==> config.mk <==
export PLATFORM = sky130hd
export DESIGN_NAME = emu_ckpt_scan_ctrl
export DESIGN_NICKNAME = d
export VERILOG_FILES = /design/src/rtl/emu_ckpt_scan_ctrl.sv
export SDC_FILE = /design/constraint.sdc
export NUM_CORES = 1
export LEC_CHECK = 0
export CORE_AREA = 2 2 182 184
export DETAILED_ROUTE_END_ITERATION = 8
export DIE_AREA = 0 0 184 186
export SLEW_MARGIN = 20
export SYNTH_ARGS = -nofsm -noshare
export SYNTH_HDL_FRONTEND = slang
export SYNTH_SLANG_ARGS = --single-unit
==> constraint.sdc <==
create_clock -name host_clk -period 1.8 [get_ports host_clk]
set_clock_uncertainty 0.1 [all_clocks]
set_input_delay 0.18 -clock host_clk [delete_from_list [all_inputs] [get_ports host_clk]]
set_output_delay 0.18 -clock host_clk [all_outputs]
set_load 0.01 [all_outputs]
==> src/rtl/emu_ckpt_scan_ctrl.sv <==
// Checkpoint dump/restore sequencer over the EMU FF and RAM scan chains.
// Optional: `define EMU_CKPT_CHECKSUM_EN builds the XOR checksum of transferred words.
module emu_ckpt_scan_ctrl #(
  parameter int FF_WORDS  = 3,
  parameter int RAM_WORDS = 4,
  parameter int RAM_PRIME = 2
) (
  input  logic        host_clk,
  input  logic        host_rstn,
  input  logic        cmd_valid,
  output logic        cmd_ready,
  input  logic        cmd_op,
  output logic        done,
  output logic        run_mode,
  output logic        scan_mode,
  output logic        ff_se,
  output logic [63:0] ff_di,
  input  logic [63:0] ff_do,
  output logic        ram_sr,
  output logic        ram_se,
  output logic        ram_sd,
  output logic [63:0] ram_di,
  input  logic [63:0] ram_do,
  output logic        m_valid,
  input  logic        m_ready,
  output logic [63:0] m_data,
  output logic        m_last,
  input  logic        s_valid,
  output logic        s_ready,
  input  logic [63:0] s_data,
  output logic [63:0] ckpt_sum
);

  localparam int MAXW = (FF_WORDS > RAM_WORDS) ? FF_WORDS : RAM_WORDS;
  localparam int CW   = $clog2(MAXW + 1);
  localparam int PW   = (RAM_PRIME < 1) ? 1 : $clog2(RAM_PRIME + 1);
  localparam logic [CW-1:0] FF_LAST    = CW'(FF_WORDS - 1);
  localparam logic [CW-1:0] RAM_LAST   = CW'(RAM_WORDS - 1);
  localparam logic [PW-1:0] PRIME_LAST = PW'(RAM_PRIME - 1);

  typedef enum logic [3:0] {
    S_IDLE, S_PAUSE, S_SCAN_ON, S_FF, S_PRIME, S_RAM, S_TAIL, S_UNSCAN, S_RESUME
  } state_t;

  state_t        r_state, w_next;
  logic          r_op;
  logic [CW-1:0] r_wcnt;
  logic [PW-1:0] r_pcnt;
  logic          w_wlast, w_plast, w_xfer;

  assign w_wlast = (r_state == S_FF) ? (r_wcnt == FF_LAST) : (r_wcnt == RAM_LAST);
  assign w_plast = (r_pcnt == PRIME_LAST);
  assign w_xfer  = ((r_state == S_FF) || (r_state == S_RAM)) && (ff_se || ram_se);

  always_ff @(posedge host_clk or negedge host_rstn) begin
    if (!host_rstn) begin
      r_state <= S_IDLE;
      r_op    <= 1'b0;
      r_wcnt  <= '0;
      r_pcnt  <= '0;
    end else begin
      r_state <= w_next;
      if (cmd_valid && cmd_ready) r_op <= cmd_op;
      // One word counter serves both chains; it returns to 0 on each chain's last word.
      if (w_xfer) r_wcnt <= w_wlast ? '0 : r_wcnt + CW'(1);
      if (r_state == S_PRIME) r_pcnt <= w_plast ? '0 : r_pcnt + PW'(1);
    end
  end

  always_comb begin
    w_next    = r_state;
    cmd_ready = 1'b0;
    done      = 1'b0;
    run_mode  = 1'b0;
    scan_mode = 1'b0;
    ff_se     = 1'b0;
    ff_di     = '0;
    ram_sr    = 1'b0;
    ram_se    = 1'b0;
    ram_sd    = 1'b0;
    ram_di    = '0;
    m_valid   = 1'b0;
    m_data    = '0;
    m_last    = 1'b0;
    s_ready   = 1'b0;
    case (r_state)
      S_IDLE: begin
        cmd_ready = 1'b1;
        run_mode  = 1'b1;
        if (cmd_valid) w_next = S_PAUSE;
      end
      S_PAUSE:   w_next = S_SCAN_ON;
      S_SCAN_ON: begin
        scan_mode = 1'b1;
        ram_sr    = 1'b1;
        w_next    = S_FF;
      end
      S_FF: begin
        scan_mode = 1'b1;
        if (!r_op) begin
          // Dump rotates the FF chain so target state survives the read.
          m_valid = 1'b1;
          m_data  = ff_do;
          ff_di   = ff_do;
          ff_se   = m_ready;
        end else begin
          s_ready = 1'b1;
          ff_di   = s_data;
          ff_se   = s_valid;
        end
        if (ff_se && w_wlast)
          w_next = (r_op || RAM_PRIME == 0) ? S_RAM : S_PRIME;
      end
      S_PRIME: begin
        scan_mode = 1'b1;
        ram_se    = 1'b1;
        if (w_plast) w_next = S_RAM;
      end
      S_RAM: begin
        scan_mode = 1'b1;
        if (!r_op) begin
          m_valid = 1'b1;
          m_data  = ram_do;
          m_last  = w_wlast;
          ram_se  = m_ready;
        end else begin
          ram_sd  = 1'b1;
          s_ready = 1'b1;
          ram_di  = s_data;
          ram_se  = s_valid;
        end
        if (ram_se && w_wlast) w_next = r_op ? S_TAIL : S_UNSCAN;
      end
      S_TAIL: begin
        scan_mode = 1'b1;
        ram_se    = 1'b1;
        ram_sd    = 1'b1;
        w_next    = S_UNSCAN;
      end
      S_UNSCAN: w_next = S_RESUME;
      S_RESUME: begin
        run_mode = 1'b1;
        done     = 1'b1;
        w_next   = S_IDLE;
      end
      default: w_next = S_IDLE;
    endcase
  end

`ifdef EMU_CKPT_CHECKSUM_EN
  logic [63:0] r_sum;
  always_ff @(posedge host_clk or negedge host_rstn) begin
    if (!host_rstn)                  r_sum <= '0;
    else if (cmd_valid && cmd_ready) r_sum <= '0;
    else if (w_xfer)                 r_sum <= r_sum ^ (r_op ? s_data : m_data);
  end
  assign ckpt_sum = r_sum;
`else
  assign ckpt_sum = '0;
`endif

endmodule

* Word-level counts from Yosys, hierarchy flattened *
Index checks and enable logic that the tools add are counted.
Widths: inputs -> output; s select.

word-level totals
  bits in registers = 10
  input port bits = 198
  output and inout bits = 267
  logic and storage cells = 67

operators by class
  add/sub/neg operators = 2
  eq/ne operators = 15
  muxes and demuxes = 34
  reductions and logical operators = 12

operator list
  cell                 count
  $mux 64              6
  $pmux 64 s2          1
  $pmux 4 s8           1
  $mux 1               18
  $eq 4x3->1 const B   4
  $mux 4               4
  $eq 4x2->1 const B   2
  $eq 3x2->1 const B   2
  $reduce_or 2->1      3
  $reduce_or 5->1      1
  $eq 4x1->1 const B   1
  $eq 4x4->1 const B   1
  $logic_and 1x1->1    4
  $logic_not 4->1      1
  $ne 2x1->1 const B   2
  $ne 2x2->1 const B   2
  $pmux 1 s2           2
  $reduce_and 4->1     1
  $add 3x1->3 const B  1
  $mux 3               1
  $add 2x1->2 const B  1
  $eq 2x1->1 const B   1
  $logic_or 1x1->1     2
  $mux 2               1

* Longest topological paths before layout *
Gate-level depths: netlist of the first run.

  depth in word-level cells = 5
  depth in mapped cells = 7

* Worst setup path after synthesis of the first run *
OpenSTA, ideal clock, no wires.

  kind = flip-flop to output port
  start = reg r_state[3]
  end = out m_last
  arrival = 1496 ps
  setup slack = 24 ps
  cell stages (with the launch flop) = 8
  buffers on the path = 3
  cell sequence = dfrtp_1 buf_2 nand2b_1 nor3b_1 buf_2 buf_4 inv_1 nor2_1

between the ends
  word-level cells in the longest chain between the ends = 4
  elaborated cells between the ends (all ways) = 5
  those cells by class = eq/ne (2); mux (3)

RTL lines
  element                 line  RTL
  from (decl)             45    state_t r_state, w_next;
  from (signal assigned)  62    r_state <= w_next;
  $eq 4x2->1              51    assign w_wlast = (r_state == S_FF) ? (r_wcnt == FF_LAST) : (r_wcnt == RAM_LAST);
  $mux 1                  51
  $mux 1                  121   if (!r_op) begin
  $mux 1 *                86    case (r_state)
  to (decl)               27    output logic m_last,

Every way passes the cells marked *; elsewhere a longest branch is shown, timed or not.

* Worst setup path in the final report of the first run *
  start = reg r_state[1]
  end = out m_data[28]

between the ends
  word-level cells in the longest chain between the ends = 2
  elaborated cells between the ends (all ways) = 3
  those cells by class = eq/ne (2); mux (1)

RTL lines
  element                                   line  RTL
  $eq 4x3->1 or $eq 4x2->1 (tied branches)  86
  $pmux 64 s2 *                             86
  to (decl)                                 26    output logic [63:0] m_data,

Marked as above.

==> results of run 1 <==
registers in the layout, indices dropped and copies added (netlist names):
| register | count |
|---|---|
| r_op | 1 |
| r_pcnt | 2 |
| r_state | 4 |
| r_wcnt | 3 |
synthesized netlist by cell type, drive strengths merged (2+ instances only):
master and n:
and2 66, nor3b 2, nor2b 3, buf 91, a22o 64, and3 2
nand4 2, dfrtp 10, nand2 5, mux2i 67, nand3 2, o21ai 7
xor2 2, mux2 2, nand2b 3, clkbuf 13, nor3 4, nor2 74
inv 3
worst max-delay path, cell delays in order (launching register included):
cell	delay, ns
dfrtp_1	0.38
nand2_2	0.08
or3_4	0.45
nor2_8	0.13
buf_12	0.11
buf_12	0.10
buf_12	0.10
buf_6	0.09
buf_6	0.09
a22o_1	0.14
buf_6	0.11
worst max-delay path by stage:
stage,startpoint,to,cells after the start
after floorplan,r_state[3]$_DFFE_PN0P_,m_last,7
after global placement,r_state[1]$_DFFE_PN0P_,m_data[21],6
after detailed placement,r_state[1]$_DFFE_PN0P_,m_data[21],6
after CTS,r_state[0]$_DFFE_PN0P_,m_data[9],10
after global routing,r_state[1]$_DFFE_PN0P_,m_data[28],10
final,r_state[1]$_DFFE_PN0P_,m_data[28],10
power by group through the flow:
stage	Sequential, W	Combinational, W	Clock, W
final	0.000423	0.00957	0.000445
after global routing	0.000441	0.0103	0.000461
after CTS	0.000409	0.00980	0.000455
after detailed placement	0.000415	0.00898	0
after global placement	0.000412	0.00895	0
after floorplan	0.000384	0.00430	0
cell families after synthesis:
group | Yosys count
adder cells (fa/ha/maj) | 1
AND/OR/NAND/NOR | 169
multiplexers | 69
flip-flops | 10
other | 1
buffers and inverters | 107
XOR/XNOR | 3
AO/OA/AOI/OAI | 80
stage by stage:
| step | power (W) | hold WS [ns] | TNS [ns] | setup slack, ns | std cells |
|---|---|---|---|---|---|
| after global routing | 0.0112 | 0.192 | -66.84 | -0.573 | 1290 |
| after global placement | 0.00936 | 0.372 | -59.57 | -0.459 | 1246 |
| after CTS | 0.0107 | 0.178 | -89.50 | -0.626 | 1276 |
| final | 0.0104 | 0.164 | -51.80 | -0.512 | 1290 |
| after floorplan | 0.00468 | -0.216 | 0 | 0.0239 | 503 |
| after detailed placement | 0.00939 | 0.379 | -61.11 | -0.466 | 1246 |
cell type report:
cell class                      count  area [µm²]
Fill cell                        3570       24100
Clock buffer                        4        88.8
Multi-Input combinational cell    386        2600
Tap cell                          408         510
Sequential cell                    10         254
Inverter                            3        11.3
Timing Repair Buffer              479        4610
routing by layer:
layer	share of wire (%)	up-vias	global-route usage, %
li1	-	2292	-
met1	41	2196	14.0
met2	51	252	20.1
met3	7.2	10	1.92
met4	0.60	0	1.73
met5	0	-	0
what timing repair did:
action / CTS / global route
endpoints found under the setup margin: 203 / 206
hold buffers: 0 / 0
pin swaps: 14 / 31
resized for setup: 315 / 221
buffers inserted: 22 / 16
cloned: 4 / 4
==> reports/qor.json, run 1 <==
{
  "chipHeight_um": 186,
  "power.switching_w": 0.00481,
  "share_of_the_yosys_chip_area_belonging_to_registers_pct": 7.70,
  "finalWeightedCongestion": 0.774,
  "numClockSinks": 10,
  "tritoncts_clock_tree": "yes",
  "drt-wirelength-per-cell_um": 17.5,
  "synth.ff_latch_count": 10,
  "synthCells": 440,
  "synth_top_family_by_area": "simple AND/OR/NAND/NOR gates",
  "synth_largest_area_cell": "mux2i_1",
  "firstDrtPassIters": 4,
  "grt_overflow_total": 0,
  "clock_power_share_pct": 4.3,
  "insertedDiodeCount": 0,
  "io_buffers": 400,
  "detailed_place.area_mm2": 0.00772,
  "post_synthesis_instance_area_mm2": 0.00325,
  "clk_pin_slew_worst_paths_ns": 0.04,
  "vdd_drop_max_mv": 0.472,
  "rr_startpoint": "r_state[1]$_DFFE_PN0P_",
  "drtIter0Drc": 170,
  "grt_max_degree": 40,
  "yosys.cell_types.count": 41,
  "switching_share_pct": 46.0,
  "synthSimpleGateAreaFrac_pct": 27.2,
  "number_of_global_route_vias_before_repair": 4590,
  "grt_util_all_layers_pct": 11.1,
  "ctsLongestPathBuffers": 2,
  "min-delay-path-class": "in2async",
  "worstSetupEndpointType": "output pin",
  "total_drc_errors_in_the_routed_layout": 0,
  "cts_root_buffer": "clkbuf_16",
  "timing.final.crit_period_ns": 2.31,
  "htree_num_levels": 1,
  "hold_violations": 0,
  "fin_ws_ns": -0.512,
  "floorplan.die_area_mm2": 0.0342,
  "timing_max_transition_violations_final": 0,
  "detail_route.vias_per_cell": 3.68,
  "pwr-share-seq_pct": 4.1,
  "layout-area-overhead-vs-synth_pct": 148,
  "power_density_relative_to_cell_area_mw_per_mm2": 1290,
  "synth_top_area_share_pct": 20.6,
  "status": "complete, but fails checks",
  "maxCapViolations": 0,
  "yosys_most_used_dff": "dfrtp_1",
  "ys.warnings.count": 0,
  "start_util_pct": 10.1,
  "synth-compound-area-share_pct": 20.6,
  "cts_made_buffers": 3,
  "final_layout_size_suffix_gt1_share_pct": 26.6,
  "crit_type": "reg2out",
  "synth_area_leaders": "mux2i_1 21%, a22o_1 17%, buf_4 15%, and2_1 13%, nor2_1 8.4%",
  "cp_data_arrival_time_ns": 2.03,
  "worstPathMaxFanout": 3,
  "layout_commonest_cell": "clkdlybuf4s50_1",
  "postSynth.asyncResetShare_pct": 100,
  "final_cell_mix": "209 x clkdlybuf4s50_1, 73 x nor2_1, 66 x mux2i_1",
  "finish.net_count": 1082,
  "worst_reg2reg_path_length_in_cells": 8,
  "grt_pass1_wl_mm": 28.7,
  "routed_wirelength_mm": 22.6,
  "cellInternalPower_w": 0.00564,
  "detailroute.via_count": 4750,
  "num_io_pins": 465,
  "adder_cell_share_of_the_synthesized_area_pct": 0.385,
  "syn_avg_cell_area_um2": 7.38,
  "grt_antenna_before_repair": 1,
  "chipWidth_um": 184,
  "failed_checks": "setup timing",
  "final_area_mm2": 0.00807,
  "count_of_flip_flops_with_a_built_in_enable_after_synthesis": 0,
  "cp.required_ns": 1.52,
  "r2r_slack_ns": -0.05,
  "setup_viol": 197,
  "rows": 66,
  "multiplexer_share_of_the_synthesized_area_pct": 21.3,
  "final.period_utilization_pct": 128,
  "drtAntennaViolNets": 0,
  "yosys.area_share.xor_xnor_pct": 0.809,
  "combPwrFrac_pct": 91.7,
  "worst_setup_path_start_kind": "flip-flop",
  "static-leakage-power_nw": 4.61,
  "grt_setup_unrepaired": "true",
  "clock_latency_on_the_worst_skew_pair_ns": 0.24,
  "timing.rr.end": "r_wcnt[2]$_DFFE_PN0P_",
  "final_util_pct": 25.1,
  "dpl.hpwl_mm": 16.4,
  "max_freq_mhz": 433,
  "coreArea_mm2": 0.0322
}
Note: power is estimated with default switching activity, not from simulation.
==> run 2: changes to the inputs <==
--- a/config.mk
+++ b/config.mk
@@ -5,9 +5,11 @@
 export SDC_FILE = /design/constraint.sdc
 export NUM_CORES = 1
 export LEC_CHECK = 0
-export CORE_AREA = 2 2 182 184
+export CELL_PAD_IN_SITES_DETAIL_PLACEMENT = 0
+export CELL_PAD_IN_SITES_GLOBAL_PLACEMENT = 2
+export CORE_UTILIZATION = 10
 export DETAILED_ROUTE_END_ITERATION = 8
-export DIE_AREA = 0 0 184 186
+export PLACE_DENSITY_LB_ADDON = 0.1
 export SLEW_MARGIN = 20
 export SYNTH_ARGS = -nofsm -noshare
 export SYNTH_HDL_FRONTEND = slang
==> run 2 against run 1 <==
Against the previous run: the run still ends with setup timing left; setup slack better by 0.13 ns; count of clock-buffer cells in the layout unchanged; final cell count is 6.1% higher; sequential cell count is the same; non-clock buffer count rose by 49; sequential power fell by 7.1%; wire length up 29%; global-route usage is 4.7 points higher; highest routed layer unchanged.
==> reports/qor.json, run 2 (synthesis results as in run 1) <==
{
  "status": "complete, but fails checks",
  "failed_checks": "setup timing",
  "layout_commonest_cell": "clkdlybuf4s50_1",
  "grt_antenna_before_repair": 3,
  "max_flop_register": "r_state",
  "detail_route.vias_per_cell": 3.78,
  "grt_setup_unrepaired": "true",
  "cts_root_buffer": "clkbuf_16",
  "setup_viol": 197,
  "combPwrFrac_pct": 93.6,
  "detailroute.via_count": 5168,
  "totalNegativeSetupSlack_ns": -53.52,
  "clock_latency_on_the_worst_skew_pair_ns": 0.24,
  "static-leakage-power_nw": 4.36,
  "finish.cell_count_without_fillers": 1369,
  "grt_pass1_wl_mm": 38.2,
  "tightest_slew_ns": 0.517,
  "final-seq-area_um2": 254,
  "chipHeight_um": 182,
  "final_util_pct": 29.5,
  "slew-limit-headroom_pct": 65.4,
  "firstDrtPassIters": 4,
  "fin_ws_ns": -0.384,
  "drtAntennaViolNets": 0,
  "finalWeightedCongestion": 0.877,
  "min-delay-path-class": "in2async",
  "drtIter0Drc": 112,
  "final.period_utilization_pct": 121,
  "reg_top3": "r_state x4, r_wcnt x3, r_pcnt x2",
  "coreArea_mm2": 0.0318,
  "timing.final.crit_period_ns": 2.18,
  "switching_share_pct": 44.8,
  "n_fill_cell": 3420,
  "tritoncts_clock_tree": "yes",
  "routed_wirelength_mm": 29.2,
  "worst_setup_path_start_kind": "flip-flop",
  "hold_violations": 0,
  "grt_util_all_layers_pct": 15.8,
  "htree_num_levels": 1,
  "worstPathMaxFanout": 7,
  "pwr-share-seq_pct": 3.0,
  "total_drc_errors_in_the_routed_layout": 0,
  "clock_power_share_pct": 3.4,
  "floorplan.die_area_mm2": 0.0332,
  "finalPower_w": 0.0131,
  "dpl.hpwl_mm": 20.9,
  "final_cell_mix": "197 x clkdlybuf4s50_1, 127 x buf_6, 82 x buf_2",
  "placed_cells_incl_taps": 1282,
  "rows": 65,
  "placement.setup.worst_slack_ns": -0.601,
  "largest_register_ffs": 4,
  "grt_overflow_total": 0,
  "io_buffers": 400,
  "drt-wirelength-per-cell_um": 21.3,
  "number_of_global_route_vias_before_repair": 5205,
  "cts_made_buffers": 3,
  "layout-area-overhead-vs-synth_pct": 189,
  "maxCapViolations": 0,
  "numClockSinks": 10,
  "holdBufCountCts": 0,
  "max_freq_mhz": 458,
  "cellInternalPower_w": 0.00726,
  "final_layout_size_suffix_gt1_share_pct": 47.9,
  "num_io_pins": 465,
  "worstSetupEndpointType": "output pin",
  "power.switching_w": 0.00589,
  "start_util_pct": 10.2,
  "cp_data_arrival_time_ns": 1.90,
  "crit_type": "reg2out",
  "vdd_drop_max_mv": 0.658,
  "finish.net_count": 1131,
  "ctsLongestPathBuffers": 2,
  "chipWidth_um": 182,
  "multi_input_area_mm2": 0.00298,
  "timing_max_transition_violations_final": 0,
  "power_density_relative_to_cell_area_mw_per_mm2": 1400,
  "grt_max_degree": 33,
  "cp.required_ns": 1.52,
  "clk_pin_slew_worst_paths_ns": 0.04
}
## run 2: changes by cell type in the layout (fill, tap and decap cells not counted), sizes merged
cell           delta
buf             +153
dlymetal6s2s     -56
clkbuf           -35
clkdlybuf4s50    -12
clkdlybuf4s15     -3
diode             +3
dlygate4sd2       +2
## run 2: power groups by stage
stage               combinational, W  sequential [W]  clock [W]
floorplan                    0.00430        0.000384          0
global placement             0.00946        0.000378          0
CTS                           0.0100        0.000382   0.000463
global route                  0.0130        0.000407   0.000476
finish                        0.0123        0.000393   0.000451
detailed placement           0.00940        0.000381          0
## run 2: layout make-up
class | count | area share, %
Timing Repair Buffer | 528 | 58.6
Multi-Input combinational cell | 386 | 31.7
Tap cell | 435 | 5.80
Sequential cell | 10 | 2.71
Clock buffer | 4 | 0.947
Inverter | 3 | 0.120
Antenna cell | 3 | 0.0800
## run 2: per-layer routing
| layer | wire length, µm | GRT usage, % | up-vias |
|---|---|---|---|
| met5 | 0 | 0 | - |
| met4 | 289 | 2.39 | 0 |
| met3 | 1550 | 2.71 | 14 |
| met2 | 15800 | 31.2 | 245 |
| met1 | 11500 | 17.6 | 2500 |
| li1 | - | - | 2409 |
## run 2: worst paths after layout
kind / startpoint / to / slack, ns / cells past startpoint
worst min-delay path: host_rstn / r_pcnt[1]$_DFFE_PN0P_ / 0.18 / 1
max in group asynchronous: host_rstn / r_op$_DFFE_PN0P_ / 1.03 / 1
worst min register to register: r_pcnt[0]$_DFFE_PN0P_ / r_pcnt[0]$_DFFE_PN0P_ / 0.38 / 1
worst max-delay path: r_state[3]$_DFFE_PN0P_ / ram_di[18] / -0.38 / 9
worst max register to register: r_state[2]$_DFFE_PN0P_ / r_wcnt[1]$_DFFE_PN0P_ / -0.12 / 7
min in group host_clk: r_pcnt[0]$_DFFE_PN0P_ / r_pcnt[0]$_DFFE_PN0P_ / 0.38 / 1
## run 2: worst max-delay path: stages (launching register included)
cell	delay, ns
dfrtp_1	0.38
buf_6	0.12
buf_4	0.13
nor2b_4	0.12
and3_4	0.26
buf_12	0.16
clkbuf_16	0.16
buf_4	0.10
and2_4	0.13
buf_6	0.10
## run 2: through the flow
stage | hold WS, ns | area [µm²]
6_report | 0.185 | 9380
2_1_floorplan | -0.216 | 3490
3_3_place_gp | 0.375 | 7800
3_5_place_dp | 0.381 | 7800
5_1_grt | 0.232 | 9380
4_1_cts | 0.205 | 8480
## run 2: what timing repair did
action	4_1_cts	5_1_grt
setup endpoints to repair	209	207
setup buffers	35	29
gates resized for setup	662	476
pin swaps	40	71
cloned	15	10
